$ cat src/rtl/snitch_icache_miss_handler.sv
// -----------------------------------------------------------------------------
// snitch_icache_miss_handler
//
// Purpose:
//   Consumes registered icache lookup results. Hits are returned to the fetch
//   side through a one-entry response register. Misses allocate a pending
//   entry that walks FREE -> REQ -> WAIT -> WRITE -> RESP -> FREE. Along the
//   way it issues a line refill, captures the returned line, writes it back
//   into the lookup stage and answers every requestor merged onto that miss.
//
// Optional feature:
//   SNITCH_ICACHE_MISS_MERGE_EN
//     Defined:   a secondary miss to a line that is already in REQ/WAIT is
//                accepted immediately and its ID is OR-ed into the entry mask.
//     Undefined: such a miss is stalled (in_ready_o=0) until the entry frees.
//
// Ports:
//   clk_i, rst_i                    clock, asynchronous active-high reset
//   in_*                            lookup result (addr, id, set, hit, data,
//                                   error, valid/ready)
//   rsp_*                           response to fetch (data, error, id mask,
//                                   valid/ready)
//   refill_addr/id/valid_o, ready_i refill request
//   refill_data/error/id/valid_i,
//   refill_ready_o                  refill response
//   write_*                         line write-back into the lookup stage
// -----------------------------------------------------------------------------
module snitch_icache_miss_handler #(
  parameter int FETCH_AW      = 32,
  parameter int ID_WIDTH      = 4,
  parameter int LINE_WIDTH    = 128,
  parameter int LINE_ALIGN    = 4,
  parameter int COUNT_ALIGN   = 5,
  parameter int SET_COUNT     = 2,
  parameter int SET_ALIGN     = (SET_COUNT > 1) ? $clog2(SET_COUNT) : 1,
  parameter int TAG_WIDTH     = FETCH_AW - LINE_ALIGN - COUNT_ALIGN,
  parameter int PENDING_COUNT = 2,
  parameter int PENDING_IW    = (PENDING_COUNT > 1) ? $clog2(PENDING_COUNT) : 1
) (
  input  logic                   clk_i,
  input  logic                   rst_i,
  input  logic [FETCH_AW-1:0]    in_addr_i,
  input  logic [ID_WIDTH-1:0]    in_id_i,
  input  logic [SET_ALIGN-1:0]   in_set_i,
  input  logic                   in_hit_i,
  input  logic [LINE_WIDTH-1:0]  in_data_i,
  input  logic                   in_error_i,
  input  logic                   in_valid_i,
  output logic                   in_ready_o,
  output logic [LINE_WIDTH-1:0]  rsp_data_o,
  output logic                   rsp_error_o,
  output logic [ID_WIDTH-1:0]    rsp_id_o,
  output logic                   rsp_valid_o,
  input  logic                   rsp_ready_i,
  output logic [FETCH_AW-1:0]    refill_addr_o,
  output logic [PENDING_IW-1:0]  refill_id_o,
  output logic                   refill_valid_o,
  input  logic                   refill_ready_i,
  input  logic [LINE_WIDTH-1:0]  refill_data_i,
  input  logic                   refill_error_i,
  input  logic [PENDING_IW-1:0]  refill_id_i,
  input  logic                   refill_valid_i,
  output logic                   refill_ready_o,
  output logic [COUNT_ALIGN-1:0] write_addr_o,
  output logic [SET_ALIGN-1:0]   write_set_o,
  output logic [LINE_WIDTH-1:0]  write_data_o,
  output logic [TAG_WIDTH-1:0]   write_tag_o,
  output logic                   write_error_o,
  output logic                   write_valid_o,
  input  logic                   write_ready_i
);

  typedef enum logic [2:0] {E_FREE, E_REQ, E_WAIT, E_WRITE, E_RESP} entry_state_e;

  localparam logic [FETCH_AW-1:0] LINE_MASK =
    {{(FETCH_AW-LINE_ALIGN){1'b1}}, {LINE_ALIGN{1'b0}}};

  entry_state_e           state_reg  [PENDING_COUNT];
  entry_state_e           state_next [PENDING_COUNT];
  logic [FETCH_AW-1:0]    addr_reg   [PENDING_COUNT];
  logic [ID_WIDTH-1:0]    id_reg     [PENDING_COUNT];
  logic [LINE_WIDTH-1:0]  data_reg   [PENDING_COUNT];
  logic [PENDING_COUNT-1:0] error_reg;
  // older_reg[i][j] = 1 when entry i was allocated before entry j
  logic [PENDING_COUNT-1:0] older_reg [PENDING_COUNT];

  logic                   hit_valid_reg, hit_error_reg;
  logic [ID_WIDTH-1:0]    hit_id_reg;
  logic [LINE_WIDTH-1:0]  hit_data_reg;
  logic [SET_ALIGN-1:0]   victim_reg;

  logic [FETCH_AW-1:0]    in_line;
  logic                   match_pend, match_busy, free_any, resp_any, wr_any, req_any;
  logic [PENDING_IW-1:0]  match_idx, free_idx, resp_idx, wr_idx, req_idx;
  logic                   hit_ready, miss_ready, accept, hit_load, alloc;
  logic                   refill_req_fire, refill_rsp_fire, write_fire;
  logic                   entry_rsp_fire, hit_rsp_fire;
  logic                   unused_ok;

  assign unused_ok = ^in_set_i;
  assign in_line   = in_addr_i & LINE_MASK;

  // Entry lookups. Selection loops run downward so the lowest index wins.
  always_comb begin
    match_pend = 1'b0; match_busy = 1'b0; match_idx = '0;
    free_any   = 1'b0; free_idx   = '0;
    resp_any   = 1'b0; resp_idx   = '0;
    wr_any     = 1'b0; wr_idx     = '0;
    req_any    = 1'b0; req_idx    = '0;
    for (int i = PENDING_COUNT - 1; i >= 0; i--) begin
      if (addr_reg[i] == in_line) begin
        if (state_reg[i] == E_REQ || state_reg[i] == E_WAIT) begin
          match_pend = 1'b1; match_idx = PENDING_IW'(i);
        end
        if (state_reg[i] == E_WRITE || state_reg[i] == E_RESP) match_busy = 1'b1;
      end
      if (state_reg[i] == E_FREE)  begin free_any = 1'b1; free_idx = PENDING_IW'(i); end
      if (state_reg[i] == E_RESP)  begin resp_any = 1'b1; resp_idx = PENDING_IW'(i); end
      if (state_reg[i] == E_WRITE) begin wr_any   = 1'b1; wr_idx   = PENDING_IW'(i); end
    end
    // Oldest REQ entry: a REQ entry older than every other REQ entry.
    for (int i = PENDING_COUNT - 1; i >= 0; i--) begin
      logic oldest;
      oldest = (state_reg[i] == E_REQ);
      for (int j = 0; j < PENDING_COUNT; j++) begin
        if (j != i && state_reg[j] == E_REQ && !older_reg[i][j]) oldest = 1'b0;
      end
      if (oldest) begin req_any = 1'b1; req_idx = PENDING_IW'(i); end
    end
  end

  // The hit register may only be reloaded if its content leaves this cycle,
  // which cannot happen while a RESP entry owns the response port.
  assign hit_ready = (!hit_valid_reg || rsp_ready_i) && !resp_any;

  always_comb begin
    miss_ready = free_any;
    if (match_busy) begin
      miss_ready = 1'b0;
    end else if (match_pend) begin
`ifdef SNITCH_ICACHE_MISS_MERGE_EN
      miss_ready = 1'b1;
`else
      miss_ready = 1'b0;
`endif
    end
  end

  // Held low during reset so nothing is accepted while state is cleared.
  assign in_ready_o = !rst_i && (in_hit_i ? hit_ready : miss_ready);
  assign accept     = in_valid_i && in_ready_o;
  assign hit_load   = accept && in_hit_i;
  assign alloc      = accept && !in_hit_i && !match_pend;

  // Refill request / response
  assign refill_valid_o  = req_any;
  assign refill_addr_o   = req_any ? addr_reg[req_idx] : '0;
  assign refill_id_o     = req_any ? req_idx : '0;
  assign refill_ready_o  = (int'(refill_id_i) < PENDING_COUNT) &&
                           (state_reg[refill_id_i] == E_WAIT);
  assign refill_req_fire = req_any && refill_ready_i;
  assign refill_rsp_fire = refill_valid_i && refill_ready_o;

  // Write-back
  assign write_valid_o = wr_any;
  assign write_addr_o  = wr_any ? addr_reg[wr_idx][LINE_ALIGN +: COUNT_ALIGN] : '0;
  assign write_tag_o   = wr_any ? addr_reg[wr_idx][FETCH_AW-1 -: TAG_WIDTH] : '0;
  assign write_set_o   = wr_any ? victim_reg : '0;
  assign write_data_o  = wr_any ? data_reg[wr_idx] : '0;
  assign write_error_o = wr_any && error_reg[wr_idx];
  assign write_fire    = wr_any && write_ready_i;

  // Response: a RESP entry takes precedence over the hit register
  assign rsp_valid_o    = resp_any || hit_valid_reg;
  assign rsp_data_o     = resp_any ? data_reg[resp_idx] : (hit_valid_reg ? hit_data_reg : '0);
  assign rsp_id_o       = resp_any ? id_reg[resp_idx]   : (hit_valid_reg ? hit_id_reg : '0);
  assign rsp_error_o    = resp_any ? error_reg[resp_idx] : (hit_valid_reg && hit_error_reg);
  assign entry_rsp_fire = rsp_ready_i && resp_any;
  assign hit_rsp_fire   = rsp_ready_i && !resp_any && hit_valid_reg;

  // Entry state transitions; each event targets a distinct source state.
  always_comb begin
    for (int i = 0; i < PENDING_COUNT; i++) begin
      state_next[i] = state_reg[i];
      if (alloc && free_idx == PENDING_IW'(i))              state_next[i] = E_REQ;
      if (refill_req_fire && req_idx == PENDING_IW'(i))     state_next[i] = E_WAIT;
      if (refill_rsp_fire && refill_id_i == PENDING_IW'(i)) state_next[i] = E_WRITE;
      if (write_fire && wr_idx == PENDING_IW'(i))           state_next[i] = E_RESP;
      if (entry_rsp_fire && resp_idx == PENDING_IW'(i))     state_next[i] = E_FREE;
    end
  end

  for (genvar gi = 0; gi < PENDING_COUNT; gi++) begin : g_entry
    always_ff @(posedge clk_i or posedge rst_i) begin
      if (rst_i) begin
        state_reg[gi]     <= E_FREE;
        addr_reg[gi]      <= '0;
        id_reg[gi]        <= '0;
        data_reg[gi]      <= '0;
        error_reg[gi]     <= 1'b0;
        older_reg[gi]     <= '0;
      end else begin
        state_reg[gi] <= state_next[gi];
        if (alloc) begin
          if (free_idx == PENDING_IW'(gi)) begin
            addr_reg[gi]  <= in_line;
            id_reg[gi]    <= in_id_i;
            older_reg[gi] <= '0;
          end else begin
            older_reg[gi][free_idx] <= 1'b1;
          end
        end
`ifdef SNITCH_ICACHE_MISS_MERGE_EN
        if (accept && !in_hit_i && match_pend && match_idx == PENDING_IW'(gi))
          id_reg[gi] <= id_reg[gi] | in_id_i;
`endif
        if (refill_rsp_fire && refill_id_i == PENDING_IW'(gi)) begin
          data_reg[gi]  <= refill_data_i;
          error_reg[gi] <= refill_error_i;
        end
      end
    end
  end

`ifndef SNITCH_ICACHE_MISS_MERGE_EN
  logic unused_match_idx;
  assign unused_match_idx = ^match_idx;
`endif

  always_ff @(posedge clk_i or posedge rst_i) begin
    if (rst_i) begin
      hit_valid_reg <= 1'b0;
      hit_error_reg <= 1'b0;
      hit_id_reg    <= '0;
      hit_data_reg  <= '0;
      victim_reg    <= '0;
    end else begin
      if (hit_load) begin
        hit_valid_reg <= 1'b1;
        hit_error_reg <= in_error_i;
        hit_id_reg    <= in_id_i;
        hit_data_reg  <= in_data_i;
      end else if (hit_rsp_fire) begin
        hit_valid_reg <= 1'b0;
      end
      if (write_fire)
        victim_reg <= (victim_reg == SET_ALIGN'(SET_COUNT - 1)) ? '0 : victim_reg + 1'b1;
    end
  end

endmodule

$ cat config.mk
export PLATFORM = sky130hd
export DESIGN_NAME = snitch_icache_miss_handler
export DESIGN_NICKNAME = d
export VERILOG_FILES = /design/src/rtl/snitch_icache_miss_handler.sv
export SDC_FILE = /design/constraint.sdc
export NUM_CORES = 1
export LEC_CHECK = 0
export CAP_MARGIN = 20
export CORE_AREA = 2 2 247 249
export CTS_CLUSTER_DIAMETER = 120
export DETAILED_ROUTE_END_ITERATION = 16
export DIE_AREA = 0 0 249 251
export PLACE_DENSITY = 0.66
export SLEW_MARGIN = 10
export SYNTH_ARGS = -nofsm -noshare
export SYNTH_HDL_FRONTEND = slang
export SYNTH_SLANG_ARGS = --single-unit
$ cat constraint.sdc
create_clock -name clk_i -period 17.03 [get_ports clk_i]
set_clock_uncertainty 0.05 [all_clocks]
set_input_delay 1.703 -clock clk_i [delete_from_list [all_inputs] [get_ports clk_i]]
set_output_delay 1.703 -clock clk_i [all_outputs]
set_load 0.01 [all_outputs]
==> out/results.env <==
WORST_SETUP_PATH_START_KIND='input pin'
LAYOUT_WORST_PATH_CYCLE_SHARE=0.3569
WORSTMARGINPINSLEW_NS=1.117
SYNTH-SEQ-CELLS=465
SYNTH_FA_HA_AREA_FRAC=0
CTS.REPORTEDPATHS.CLKPINSLEW_NS=0.06
NUMBER_OF_DETAILED_ROUTING_ITERATIONS_RUN_BEFORE_ANTENNA_REPAIR=5
ENDPOINT_KIND='primary output'
AVGSYNTHCELLAREA_SQ_UM=10.29
CTS.HTREE.LEVELS=2
SWITCHING_SHARE=0.3716
SYNTHDOMINANTCELLAREASHARE=0.5083
CRITICAL_PATH.MAX_FANOUT=4
SIMPLE_GATE_SHARE_OF_THE_SYNTHESIZED_AREA=0.1517
DESIGN.DIE.AREA_SQ_UM=62500
MAX-VDD-IR-DROP_uV=103.5
NETLIST_TOP_CELLS_AREA='dfrtp_1 (51%), mux2_2 (13%), nand2_1 (8.6%)'
FINAL_ANTENNA_NET_COUNT=0
ANTENNA_FOUND_INITIAL=18
CTS_SETUP_BUFFERS=0
CLOCK_INSERTION_DELAY_WORST_SKEW_NS=0.59
OUTCOME='finished clean'
FINAL-MAX-SLEW-VIOLATION-COUNT=0
DRTITER0DRC=1304
WORST_EP_ARRIVAL_TIME_NS=4.33
GRT_PASS1_WL_UM=126200
BOUNDARYPINS=633
WL_PER_CELL_UM=23.64
CTSLONGESTPATHBUFFERS=3
SWITCHING_POWER_mW=2.267
HPWL_UM=53980
MAXIMUM_NUMBER_OF_PINS_ON_ONE_NET_BEFORE_GLOBAL_ROUTE_REPAIR=221
LAYOUT_MIN_CYCLE_TIME_NS=6.079
TNS_NS=0
SYNTH.MUX.AREA_FRACTION=0.1698
SYNTH.LARGEST_AREA_CELL='dfrtp_1'
FINALHOLDVIOLATIONS=0
WORST_SETUP_SLACK_AFTER_PLACEMENT_NS=10.70
ROUTED_WL_UM=84740
MOSTFREQUENTLAYOUTCELL='clkdlybuf4s50_1'
POST_DRT_VIA_CELL_RATIO=5.561
GLOBAL_ROUTE.OVERFLOW_TOTAL=0
POST_CTS_HOLD_BUFFER_COUNT=0
YOSYS_WARNINGS=0
SYNTH_XOR_AREA_FRAC=0.02181
DESIGN.FINAL.NETS=3048
NUMBER_OF_DISTINCT_LIBRARY_CELL_VARIANTS_IN_THE_GATE_LEVEL_NETLIST_AFTER_SYNTHESIS=43
SEQUENTIALPOWERSHARE=0.342
GR-USAGE-ALL-LAYERS=0.2611
ACHIEVABLE-FREQUENCY_GHz=0.1645
PLACE.PORT_BUFFERS=623
STATIC-LEAKAGE-POWER_nW=13.47
GRT_PASS1_VIAS=19680
SYNTH_COMPOUND_AREA_FRAC=0.1129
LARGEST_REGISTER_FF_COUNT=256
CORE_BOX_AREA_SQ_UM=59790
MAPPEDNETLISTAREA_SQ_UM=22890
ROUTED-VIA-COUNT=19940
FINAL_CELL_MIX='clkdlybuf4s50_1 (623), nand2_1 (525), dfrtp_1 (464)'
NUMCTSBUFFERS=54
FINALNONFILLERCELLS=3585
PLACE.GP.CONGESTION=0.8970
WORSTPATHREQUIRED_NS=15.28
CTS_TREE='built'
NUMCLOCKSINKS=465
INITIAL_CORE_UTILIZATION=0.3829
CTS_RESIZED=0
SHARE_OF_CELLS_ABOVE_DRIVE_STRENGTH_1=0.1642
CELL_INTERNAL_PWR_mW=3.833
DIE_W_UM=249
DRC=0
AREA_GROWTH_FROM_SYNTHESIS_TO_FINAL_LAYOUT_PCT=37.93
POWER-PER-CELL-AREA_nW_PER_UM2=193.2
PATH_TYPE_OF_THE_WORST_MIN_DELAY_PATH='reg -> reg'
CRITICALPATHCATEGORY='in -> out'
NETLIST_INSTANCES=2225
CTS_ROOT_BUFFER='clkbuf_16'
PLACED_CELLS=3468
RSZ_0062_RAISED_AFTER_GLOBAL_ROUTING='false'
STD_CELL_ROWS=90
POWER.COMBINATIONAL.FRACTION=0.454
WORST_HOLD_SLACK_NS=0.4218
RELSLEWSLACK=0.2553
TIMING.MAX_CAP.VIOLATIONS=0
FILLER_CELL_COUNT=5200
DIE_HT_UM=251
SYNTH_SEQ_AREA_SHARE=0.5083
MAIN_COMBINATIONAL_CELL_FAMILY_BY_AREA_AFTER_SYNTHESIS='multiplexers'
POWER.SHARE.CLOCK=0.204
FINAL_CRITICAL_PATH_SETUP_SLACK_NS=10.95
FINALSETUPVIOLCOUNT=0
## power groups by stage
stage	registers (mW)	clock network, mW	logic (mW)
floorplan	1.96	0	1.51
global placement	2.05	0	2.73
detailed placement	2.09	0	2.76
CTS	2.08	1.27	2.77
global route	2.16	1.31	2.94
finish	2.08	1.25	2.77
## per-stage QoR
step | instance area (sq um) | utilization | power, mW
global placement | 29580 | 0.4946 | 4.778
CTS | 31490 | 0.5266 | 6.122
finish | 31580 | 0.5281 | 6.100
detailed placement | 29580 | 0.4946 | 4.847
floorplan | 22900 | - | 3.471
global route | 31580 | 0.5281 | 6.412
## path summary, 6_finish.rpt
kind                                               start                             to  slack, ns  cells past startpoint
worst max-delay path                       in_addr_i[21]                     in_ready_o      10.95                      8
worst min-delay path              victim_reg$_DFFE_PP0P_         victim_reg$_DFFE_PP0P_       0.42                      1
worst max register to register  state_reg[1]$_DFFE_PP0P_   hit_data_reg[65]$_DFFE_PP0P_      12.18                      7
worst min register to register    victim_reg$_DFFE_PP0P_         victim_reg$_DFFE_PP0P_       0.42                      1
max in group asynchronous                          rst_i  hit_data_reg[105]$_DFFE_PP0P_      12.99                      5
min in group asynchronous                          rst_i       addr_reg[22]$_DFFE_PP0P_       1.64                      2
## cell usage after synthesis
master,instances
nor3b_1,1
o21bai_1,1
a22o_1,186
and4b_1,1
a21o_1,1
buf_6,8
o21a_1,1
mux2_4,55
buf_4,4
o2111ai_1,1
nand3_1,137
a22oi_1,1
nand3b_1,1
xor2_1,40
nand2_1,527
nor3_1,4
nor4_1,9
nor2_1,146
nor2b_1,1
o31a_1,1
nand2b_1,2
and4_1,2
conb_1,1
or3b_2,3
dfrtp_1,465
buf_2,17
or4_1,1
buf_1,16
nand4_1,6
o21ai_0,3
clkbuf_1,141
a222oi_1,1
xnor2_1,17
a21oi_1,7
and3b_1,1
o311a_1,1
mux2i_1,1
and2_1,3
or4_4,1
inv_1,4
a31oi_1,134
mux2_2,271
nor4_2,1
## layer usage
layer  wire [um]  global-route usage  up-vias
met3        6937             0.06523      165
met4        2992              0.1022       10
li1            -                   -     8849
met1       34090              0.3330    10040
met5          69                   0        -
met2       40660              0.4275      874
## logic make-up after synthesis
family / after synthesis
buf+inv: 190
other cells: 1
mux: 327
compound gates: 338
xor+xnor: 57
simple gates: 847
flops: 465
## layout make-up
type / instances / area, sq um / share of cell area
repair buffers: 646 / 6474 / 0.2050
inverters: 4 / 25.02 / 0.0007925
well taps: 782 / 978.4 / 0.03099
multi-input cells: 1573 / 10510 / 0.3330
diodes: 13 / 32.53 / 0.001030
clock inverters: 24 / 307.8 / 0.009748
flip-flops and latches: 465 / 11640 / 0.3686
clock buffers: 78 / 1605 / 0.05084
## worst max-delay path: stages
cell and delay, ns:
clkdlybuf4s50_1 0.51, xor2_1 0.18, nor4_1 0.44, nand4_1 0.20, or4_4 0.59, nand3_1 0.09, a21oi_1 0.06, clkdlybuf4s50_1 0.55
Note: power is estimated with default switching activity, not from simulation.
